## src/rtl/fetch_pkg.sv

```systemverilog
// Shared types for the instruction fetch front-end: FSM states, entry/exception payloads, immediate decode.
// Static prediction (FETCH_STATIC_PREDICT_EN) uses imm_j/imm_b from here.
package fetch_pkg;

  localparam int unsigned XLEN = 64;
  localparam int unsigned ILEN = 32;

  typedef enum logic [2:0] {IDLE, REQ, WAIT, DRAIN, HALT} fetch_state_e;

  localparam logic [XLEN-1:0] INSTR_ADDR_MISALIGNED = 64'd0;
  localparam logic [XLEN-1:0] INSTR_ACCESS_FAULT    = 64'd1;
  localparam logic [XLEN-1:0] INSTR_PAGE_FAULT      = 64'd12;

  localparam logic [6:0] OPCODE_JAL    = 7'b1101111;
  localparam logic [6:0] OPCODE_BRANCH = 7'b1100011;

  typedef struct packed {
    logic            valid;
    logic [XLEN-1:0] cause;
    logic [XLEN-1:0] tval;
  } ex_t;

  typedef struct packed {
    logic            valid;
    logic            taken;
    logic [XLEN-1:0] target;
  } predict_t;

  typedef struct packed {
    logic            valid;
    logic [XLEN-1:0] addr;
    logic [ILEN-1:0] instr;
    predict_t        predict;
    ex_t             ex;
  } fetch_entry_t;

  // Sign-extended J-type immediate (JAL offset)
  function automatic logic [XLEN-1:0] imm_j(input logic [ILEN-1:0] i);
    return {{43{i[31]}}, i[31], i[19:12], i[20], i[30:21], 1'b0};
  endfunction

  // Sign-extended B-type immediate (conditional branch offset)
  function automatic logic [XLEN-1:0] imm_b(input logic [ILEN-1:0] i);
    return {{51{i[31]}}, i[31], i[7], i[30:25], i[11:8], 1'b0};
  endfunction

endpackage

```

## src/rtl/fetch_fifo.sv

```systemverilog
// Small power-of-two FIFO for fetch entries; flush clears it and wins over a same-cycle push.
module fetch_fifo #(
  parameter type         T     = logic,
  parameter int unsigned DEPTH = 4
) (
  input  logic                       clk_i,
  input  logic                       rst_i,
  input  logic                       flush_i,
  input  logic                       push_i,
  input  T                           data_i,
  input  logic                       pop_i,
  output T                           data_o,
  output logic                       full_o,
  output logic                       empty_o,
  output logic [$clog2(DEPTH):0]     count_o
);

  localparam int unsigned AW = $clog2(DEPTH);
  localparam int unsigned CW = AW + 1;

  T             mem [DEPTH];
  logic [AW-1:0] wptr;
  logic [AW-1:0] rptr;
  logic [CW-1:0] count;
  logic          push_ok;
  logic          pop_ok;

  assign full_o  = (count == CW'(DEPTH));
  assign empty_o = (count == '0);
  assign count_o = count;
  assign data_o  = mem[rptr];
  assign pop_ok  = pop_i && !empty_o;
  assign push_ok = push_i && (!full_o || pop_ok);

  always_ff @(posedge clk_i) begin
    if (rst_i || flush_i) begin
      wptr  <= '0;
      rptr  <= '0;
      count <= '0;
    end else begin
      if (push_ok) wptr <= wptr + AW'(1);
      if (pop_ok)  rptr <= rptr + AW'(1);
      count <= count + CW'(push_ok) - CW'(pop_ok);
    end
  end

  // Storage needs no reset; pointers define what is live
  always_ff @(posedge clk_i) begin
    if (push_ok) mem[wptr] <= data_i;
  end

endmodule

```

## src/rtl/instr_fetch.sv

```systemverilog
// Instruction fetch: PC, single-outstanding I-cache requests, entry queue towards decode.
// Optional static prediction of JAL / backward branches under FETCH_STATIC_PREDICT_EN.
module instr_fetch
  import fetch_pkg::*;
#(
  parameter logic [63:0] BOOT_ADDR = 64'h8000_0000,
  parameter int unsigned FQ_DEPTH  = 4
) (
  input  logic         clk_i,
  input  logic         rst_i,
  input  logic         redirect_i,
  input  logic [63:0]  redirect_pc_i,
  output logic         icache_req_o,
  output logic [63:0]  icache_addr_o,
  input  logic         icache_gnt_i,
  input  logic         icache_rvalid_i,
  input  logic [31:0]  icache_rdata_i,
  input  ex_t          icache_ex_i,
  output fetch_entry_t fetch_o,
  input  logic         fetch_ready_i
);

  localparam int unsigned CW = $clog2(FQ_DEPTH) + 1;

  fetch_state_e  state;
  logic [63:0]   pc;
  logic [63:0]   next_pc;
  predict_t      pred;
  fetch_entry_t  push_entry;
  fetch_entry_t  head;
  logic          push;
  logic          pop;
  logic          full;
  logic          empty;
  logic [CW-1:0] count;
  logic          misaligned;
  logic          credit;
  logic          in_flight;

  assign misaligned = (pc[1:0] != 2'b00);
  assign credit     = (count < CW'(FQ_DEPTH));
  assign pop        = !empty && fetch_ready_i;

  // A response is still owed to us after this cycle
  assign in_flight = ((state == WAIT || state == DRAIN) && !icache_rvalid_i) ||
                     (state == REQ && icache_gnt_i);

`ifdef FETCH_STATIC_PREDICT_EN
  always_comb begin
    pred = '0;
    if (!icache_ex_i.valid) begin
      if (icache_rdata_i[6:0] == OPCODE_JAL) begin
        pred = '{valid: 1'b1, taken: 1'b1, target: pc + imm_j(icache_rdata_i)};
      end else if (icache_rdata_i[6:0] == OPCODE_BRANCH && icache_rdata_i[31]) begin
        pred = '{valid: 1'b1, taken: 1'b1, target: pc + imm_b(icache_rdata_i)};
      end
    end
  end
`else
  assign pred = '0;
`endif

  assign next_pc = pred.taken ? pred.target : pc + 64'd4;

  always_comb begin
    push_entry       = '0;
    push_entry.valid = 1'b1;
    push_entry.addr  = pc;
    if (state == IDLE) begin
      push_entry.ex = '{valid: 1'b1, cause: INSTR_ADDR_MISALIGNED, tval: pc};
    end else begin
      push_entry.instr   = icache_rdata_i;
      push_entry.predict = pred;
      push_entry.ex      = icache_ex_i;
    end
  end

  assign push = !redirect_i && !full &&
                ((state == IDLE && misaligned && credit) ||
                 (state == WAIT && icache_rvalid_i));

  always_ff @(posedge clk_i) begin
    if (rst_i) begin
      state         <= IDLE;
      pc            <= BOOT_ADDR;
      icache_req_o  <= 1'b0;
      icache_addr_o <= BOOT_ADDR;
    end else if (redirect_i) begin
      pc           <= redirect_pc_i;
      icache_req_o <= 1'b0;
      state        <= in_flight ? DRAIN : IDLE;
    end else begin
      case (state)
        IDLE: begin
          if (credit) begin
            if (misaligned) begin
              state <= HALT;
            end else begin
              icache_req_o  <= 1'b1;
              icache_addr_o <= {pc[63:2], 2'b00};
              state         <= REQ;
            end
          end
        end
        REQ: begin
          if (icache_gnt_i) begin
            icache_req_o <= 1'b0;
            state        <= WAIT;
          end
        end
        WAIT: begin
          if (icache_rvalid_i) begin
            pc    <= next_pc;
            state <= icache_ex_i.valid ? HALT : IDLE;
          end
        end
        DRAIN: begin
          if (icache_rvalid_i) state <= IDLE;
        end
        HALT: state <= HALT;
        default: state <= IDLE;
      endcase
    end
  end

  fetch_fifo #(
    .T     (fetch_entry_t),
    .DEPTH (FQ_DEPTH)
  ) u_fifo (
    .clk_i   (clk_i),
    .rst_i   (rst_i),
    .flush_i (redirect_i),
    .push_i  (push),
    .data_i  (push_entry),
    .pop_i   (pop),
    .data_o  (head),
    .full_o  (full),
    .empty_o (empty),
    .count_o (count)
  );

  always_comb begin
    fetch_o       = head;
    fetch_o.valid = head.valid & ~empty;
  end

endmodule
```

## config.mk

```make
export PLATFORM = sky130hd
export DESIGN_NAME = instr_fetch
export DESIGN_NICKNAME = d
export VERILOG_FILES = /design/src/rtl/fetch_pkg.sv /design/src/rtl/fetch_fifo.sv /design/src/rtl/instr_fetch.sv
export SDC_FILE = /design/constraint.sdc
export NUM_CORES = 1
export LEC_CHECK = 0
export BUFFER_PORTS_ARGS = -buffer_cell sky130_fd_sc_hd__clkbuf_2
export CAP_MARGIN = 20
export CORE_MARGIN = 3
export CORE_UTILIZATION = 45
export DETAILED_ROUTE_END_ITERATION = 7
export PLACE_DENSITY = 0.7
export SKIP_LAST_GASP = 1
export SYNTH_ARGS = -nofsm -noshare
export SYNTH_HDL_FRONTEND = slang
export SYNTH_SLANG_ARGS = --single-unit
```

## constraint.sdc

```tcl
create_clock -name clk_i -period 8.3 [get_ports clk_i]
set_input_delay 0.83 -clock clk_i [delete_from_list [all_inputs] [get_ports clk_i]]
set_output_delay 0.83 -clock clk_i [all_outputs]
set_load 0.005 [all_outputs]
```

**Word-level counts from Yosys, hierarchy flattened**

Memories as Yosys holds them, arrays and structs flattened. A register that Yosys moved wholly into a read port is not among the register bits.
Index checks and enable logic that the tools add are counted.

- Flip-flop bits (word level): 137
- Bits in latches: 0
- Bits in writable memories: 1164
- ROM bits: 0
- Bits of input ports: 231
- Output and inout bits: 357
- Logic and storage cells: 82
- Memories: 1

- Add/subtract/negate cells: 5
- $mul: 0
- Div/mod/pow operators: 0
- Magnitude comparators: 1
- Equal/unequal tests: 12
- Shift operators: 0
- Multiplexer cells: 22
- Bitwise operators: 4
- Reduce and logical (&&, ||, !) cells: 30

Memories:

| name | words | width | rd ports | clocked after Yosys merged registers in | wr ports | RTL line | text |
|---|---|---|---|---|---|---|---|
| u_fifo.mem | 4 | 291 | 1 | 1 | 1 | fetch_fifo.sv:21 | `T mem [DEPTH];` |

Operators by type and width:

| kind | count |
|---|---|
| 64-bit two-way mux | 3 |
| 129-bit two-way mux | 1 |
| 98-bit two-way mux | 1 |
| 64-bit by 3-bit adder with 64-bit output, second input constant | 1 |
| 3-bit two-way mux | 7 |
| 3-bit case mux with 5 select lines | 1 |
| 3-bit inequality test, second input constant | 4 |
| 4-bit AND reduction | 3 |
| 1-bit logical AND | 10 |
| 2-bit nonzero test | 4 |
| 3-bit by 2-bit equality test with 1-bit output, second input constant | 2 |
| 3-bit equality test, second input constant | 2 |
| 3-bit logical NOT | 2 |
| 2-bit two-way mux | 3 |
| 2-bit inequality test, second input constant | 3 |
| 1-bit logical OR | 5 |
| 1-bit two-way mux | 5 |
| 2-bit by 1-bit adder with 2-bit output, second input constant | 2 |
| 1-bit logical NOT | 4 |
| 3-bit by 1-bit adder with 3-bit output | 1 |
| 3-bit by 1-bit equality test with 1-bit output, second input constant | 1 |
| 3-bit < comparator, second input constant | 1 |
| 1-bit NOT | 3 |
| 3-bit by 1-bit subtractor with 3-bit output | 1 |
| other kinds (4) | 4 |

**Logic depth before layout (Yosys ltp)**

- Depth after elaboration: 8
- Gate-level depth with buffers: 11
- Mapped depth without buffers: 10

**By module**

From an unflattened synthesis, not the netlist that was laid out.

- Cell total of the unflattened synthesis: 2471
- Area total of the unflattened synthesis: 50529.7 µm²

Modules (own cells, without submodules):

| module | instances | cells each | area each (µm²) | seq. area each (µm²) |
|---|---|---|---|---|
| fetch_fifo | 1 | 1573 | 42911.2 | 35253.8 |
| instr_fetch | 1 | 898 | 7618.6 | 2602.5 |

**Worst setup path before layout**

Ideal clock, no wire load.

- Path kind: input -> register
- From: input port icache_rvalid_i
- To: memory u_fifo.mem[1][0] (netlist name) (enable)
- Library setup time: 614 ps
- Arrival: 6704 ps
- Setup slack: 982 ps
- Stages: 5
- Buffers on the path: 1
- Cells stage by stage: nand4bb_1 -> clkbuf_1 -> o32a_1 -> nor2_1 -> and2_1

- Cells in the longest elaborated chain, start to end: 6

RTL lines:

| what | RTL line | text |
|---|---|---|
| start: declaration | instr_fetch.sv:16 | `input logic icache_rvalid_i,` |
| 1-bit logical AND | instr_fetch.sv:80 | `(state == WAIT && icache_rvalid_i));` |
| 1-bit logical OR | instr_fetch.sv:79 | `((state == IDLE && misaligned && credit) \|\|` |
| 1-bit logical AND | instr_fetch.sv:78 | `assign push = !redirect_i && !full &&` |
| 1-bit logical AND | fetch_fifo.sv:33 | `assign push_ok = push_i && (!full_o \|\| pop_ok);` |
| net u_fifo.push_ok | fetch_fifo.sv:25 | `logic push_ok;` |
| 1-bit two-way mux | fetch_fifo.sv:49 | `if (push_ok) mem[wptr] <= data_i;` |
| 1-bit two-way mux (not written as such) | fetch_fifo.sv:49 |  |
| end: declaration | fetch_fifo.sv:21 |  |

The timed path passes the listed nets, and every way through them passes these cells.

**Worst setup path after layout**

- From: register state[1]
- To: memory u_fifo.mem[2][92] (netlist name) (enable)

- Cells in the longest elaborated chain, start to end: 8
- Elaborated cells on any way between the ends: 10
- Classes of those cells: eq/ne (1); mux (2); reduce/logical (7)

RTL lines:

| what | RTL line | text |
|---|---|---|
| start: declaration | instr_fetch.sv:25 | `fetch_state_e state;` |
| start signal: assignment | instr_fetch.sv:91 | `state <= in_flight ? DRAIN : IDLE;` |
| start signal: assignment | instr_fetch.sv:114 | `state <= icache_ex_i.valid ? HALT : IDLE;` |
| 3-bit logical NOT | instr_fetch.sv:79 |  |
| 1-bit logical AND (2 in a row) | instr_fetch.sv:79 |  |
| 1-bit logical OR * | instr_fetch.sv:79 |  |
| 1-bit logical AND * | instr_fetch.sv:78 |  |
| 1-bit logical AND * | fetch_fifo.sv:33 |  |
| net u_fifo.push_ok | fetch_fifo.sv:25 |  |
| 1-bit two-way mux * | fetch_fifo.sv:49 |  |
| 1-bit two-way mux (not written as such) * | fetch_fifo.sv:49 |  |

The timed path passes the listed nets; every way through them passes the cells marked *.

==> impl_results.md <==
- DPL Wire Length: 62700 um
- First-pass GRT wire length: 149000 um
- Synth area leaders: edfxtp_1 (66%), mux4_2 (12%), dfxtp_1 (6.8%)
- Initial antenna violation count: 10
- CTS H-tree depth: 3
- Highest-delay cell along the critical path: buf_4
- Postcts setup bufs: 0
- Die Ht: 308 um
- Relative slew slack: 10.9%
- Maximum vdd drop: 0.000164 V
- Seq pwr share: 52.6%
- Final TNS setup: 0 ns
- Worst hold path type: input pin to register
- Combinational power share: 8.7%
- Area grow syn2layout: 16.8%
- Final core utilization: 53.1%
- Sw frac: 22.9%
- CTS buffer count: 106
- Status: complete, no violations
- Pins over their slew limit: 0
- Fin crit share: 48.3%
- Total GRT Usage: 20.8%
- Syn Area/Cell: 17.8 sq um
- Vias: 23.0k
- GP Congestion: 0.831
- Int Pwr: 8.94 mW
- Clock network power share: 38.7%
- Critical path peak fanout: 62
- Slowest stage delay, CP: 0.87 ns
- DRC: 0
- Vias per std cell: 5.65
- Number of port buffers: 519
- Crit. End Element: register
- Ys Warns: 0
- Filler Cells Inserted: 7118
- GRT overflow: 0
- Synth top area share: 66.0%
- Clk sinks: 1039
- Horiz. Die Dim: 308 um
- Synth async-reset ratio: 0%
- Largest net degree at the start of global routing: 154
- Yosys reg bits: 1039
- Nets@finish: 3046
- Clock Tree Buf Depth: 3
- Minimum clock period: 4.01 ns
- Post-Syn Area: 41000 sq um
- Layout cells sized above 1: 34.5%
- Root Driver: clkbuf_16
- Worst-path clk slew: 0.06 ns
- Top Ports: 588
- CP Launch Type: register
- Die area: 94700 sq um
- Hold-fix buffers at CTS: 0
- Placed Cells: 3875
- Cells along the critical path: or3_4, o32a_1, nor2_1, and2_4, buf_4
- Sw Pwr: 2.66 mW
- Post-route ant nets: 0
- WL final: 99900 um
- Synth unique cells: 59
- Power Density: 242 nW/um^2
- WP data required: 8.57 ns
- Post-CTS Resized: 0
- CP arrival: 4.28 ns
- Syn Inst Count: 2305
- Setup CP Type: register to register
- RSZ-0062 raised after global routing: false
- Row Count: 110
- Fmax achieved: 249 MHz
- Worst skew pair latency: 0.66 ns
- DR iter-0 viols: 2495
- TritonCTS clock tree: done
- Yosys top cell by area: edfxtp_1
- Final hold vios: 0
- Sequential area share after synthesis: 72.8%
- Fin Clk Skew: 0.0222 ns
- Max Cap Viol: 0
- Core box area: 90100 sq um
- Worst Tran Pin Value: 1.34 ns
- Post-synth EDFFs: 900
- Finished Layout Cells: 4077
- Initial core utilization: 45.4%
- Leakage power: 16.2 nW
- Vias in the first global route: 23.7k
- DR pass1 iterations: 5
- Avg WL per Cell: 24.5 um
- Dominant synthesized flop cell: edfxtp_1
- Final setup fails: 0
-- critical path: cells and delay by family (launching register included) --
family	cells	cell delay [ns]
buf+inv	1	0.87
compound gates	1	0.44
simple gates	3	1.79
flops	1	0.42
-- stage by stage --
stage | total power [mW] | setup WS, ns | hold WS, ns | cell area, sq um
3_3_place_gp | 7.18 | 4.15 | 0.444 | 44500
6_report | 11.6 | 4.29 | 0.412 | 47800
2_1_floorplan | 6.79 | 0.982 | 0.453 | 41200
3_5_place_dp | 7.22 | 4.15 | 0.449 | 44500
4_1_cts | 11.7 | 4.20 | 0.359 | 47800
5_1_grt | 12.0 | 4.07 | 0.396 | 47800
-- path summary, 6_finish.rpt --
| path | startpoint | end | slack (ns) | depth (start not counted) |
|---|---|---|---|---|
| max | state[1] | u_fifo.mem[2][92] | 4.29 | 5 |
| max reg2reg | state[1] | u_fifo.mem[2][92] | 4.29 | 5 |
| min reg2reg | icache_addr_o[41] | icache_addr_o[41] | 0.46 | 2 |
| min | redirect_pc_i[5] | pc[5] | 0.41 | 3 |
-- power by group through the flow --
| stage | Sequential [mW] | Clock [mW] | Combinational, mW |
|---|---|---|---|
| 4_1_cts | 6.10 | 4.59 | 1.02 |
| 6_report | 6.10 | 4.49 | 1.01 |
| 2_1_floorplan | 6.16 | 0 | 0.630 |
| 5_1_grt | 6.11 | 4.80 | 1.10 |
| 3_5_place_dp | 6.21 | 0 | 1.02 |
| 3_3_place_gp | 6.19 | 0 | 0.985 |
-- cell families (layout without fill, tap and decap cells) --
family / after synthesis / after routing / share of synthesized area [%]
xor+xnor: 40 / 40 / 0.855
mux: 289 / 289 / 14.1
simple gates: 529 / 529 / 6.64
buf+inv: 234 / 757 / 2.81
flops: 1039 / 1039 / 72.8
other cells: 1 / 74 / 0.00915
compound gates: 164 / 164 / 2.52
fa+ha+maj: 9 / 9 / 0.287
-- Yosys cell counts, drive strengths merged, types with 11 or more instances --
master   instances
nand2          175
buf            116
and4            11
and2           104
or3             17
dfxtp          139
a211oi          35
nand4           24
mux4           225
inv             20
and3            13
nand3           22
edfxtp         900
a2111oi         12
mux2            59
nor3            22
nor2            75
o21ai           17
nor4            26
clkbuf          98
xnor2           33
a21oi           76
-- cells in the final DEF (no fill, tap or decap), types with 35 or more instances in the layout --
cell,Yosys,routed
a211oi_1,35,35
a21oi_1,76,76
and2_1,104,100
clkbuf_16,0,109
clkbuf_2,1,517
conb_1,1,68
dfxtp_1,139,137
edfxtp_1,900,900
mux2_2,59,59
mux4_2,225,225
nand2_1,175,175
nor2_1,75,75
-- cell type report --
cell class / count / area [sq um] / share of cell area, %
Antenna cell: 6 / 15.0 / 0.0314
Timing Repair Buffer: 541 / 2850 / 5.96
Multi-Input combinational cell: 1099 / 10300 / 21.5
Clock buffer: 137 / 2900 / 6.07
Tap cell: 1176 / 1470 / 3.08
Clock inverter: 59 / 412 / 0.861
Inverter: 20 / 75.1 / 0.157
Sequential cell: 1039 / 29800 / 62.3
-- routing by layer --
metal  part of all wire (%)  GRT usage (%)  vias to the layer above
met5                  0.054              0                        -
met4                    2.2           6.13                        8
met3                    8.5           4.63                      155
met2                     47           32.8                     1116
met1                     42           29.3                    11800
li1                       -              -                     9946
-- state kept, by name (all words and copies together), names as in the netlist, named ones only --
name            cells
icache_addr_o      62
state               3
u_fifo.count_o      3
pc                 64
u_fifo.rptr         2
u_fifo.wptr         2
u_fifo.mem        900
icache_req_o        1
Power figures use the tool's default switching activity.
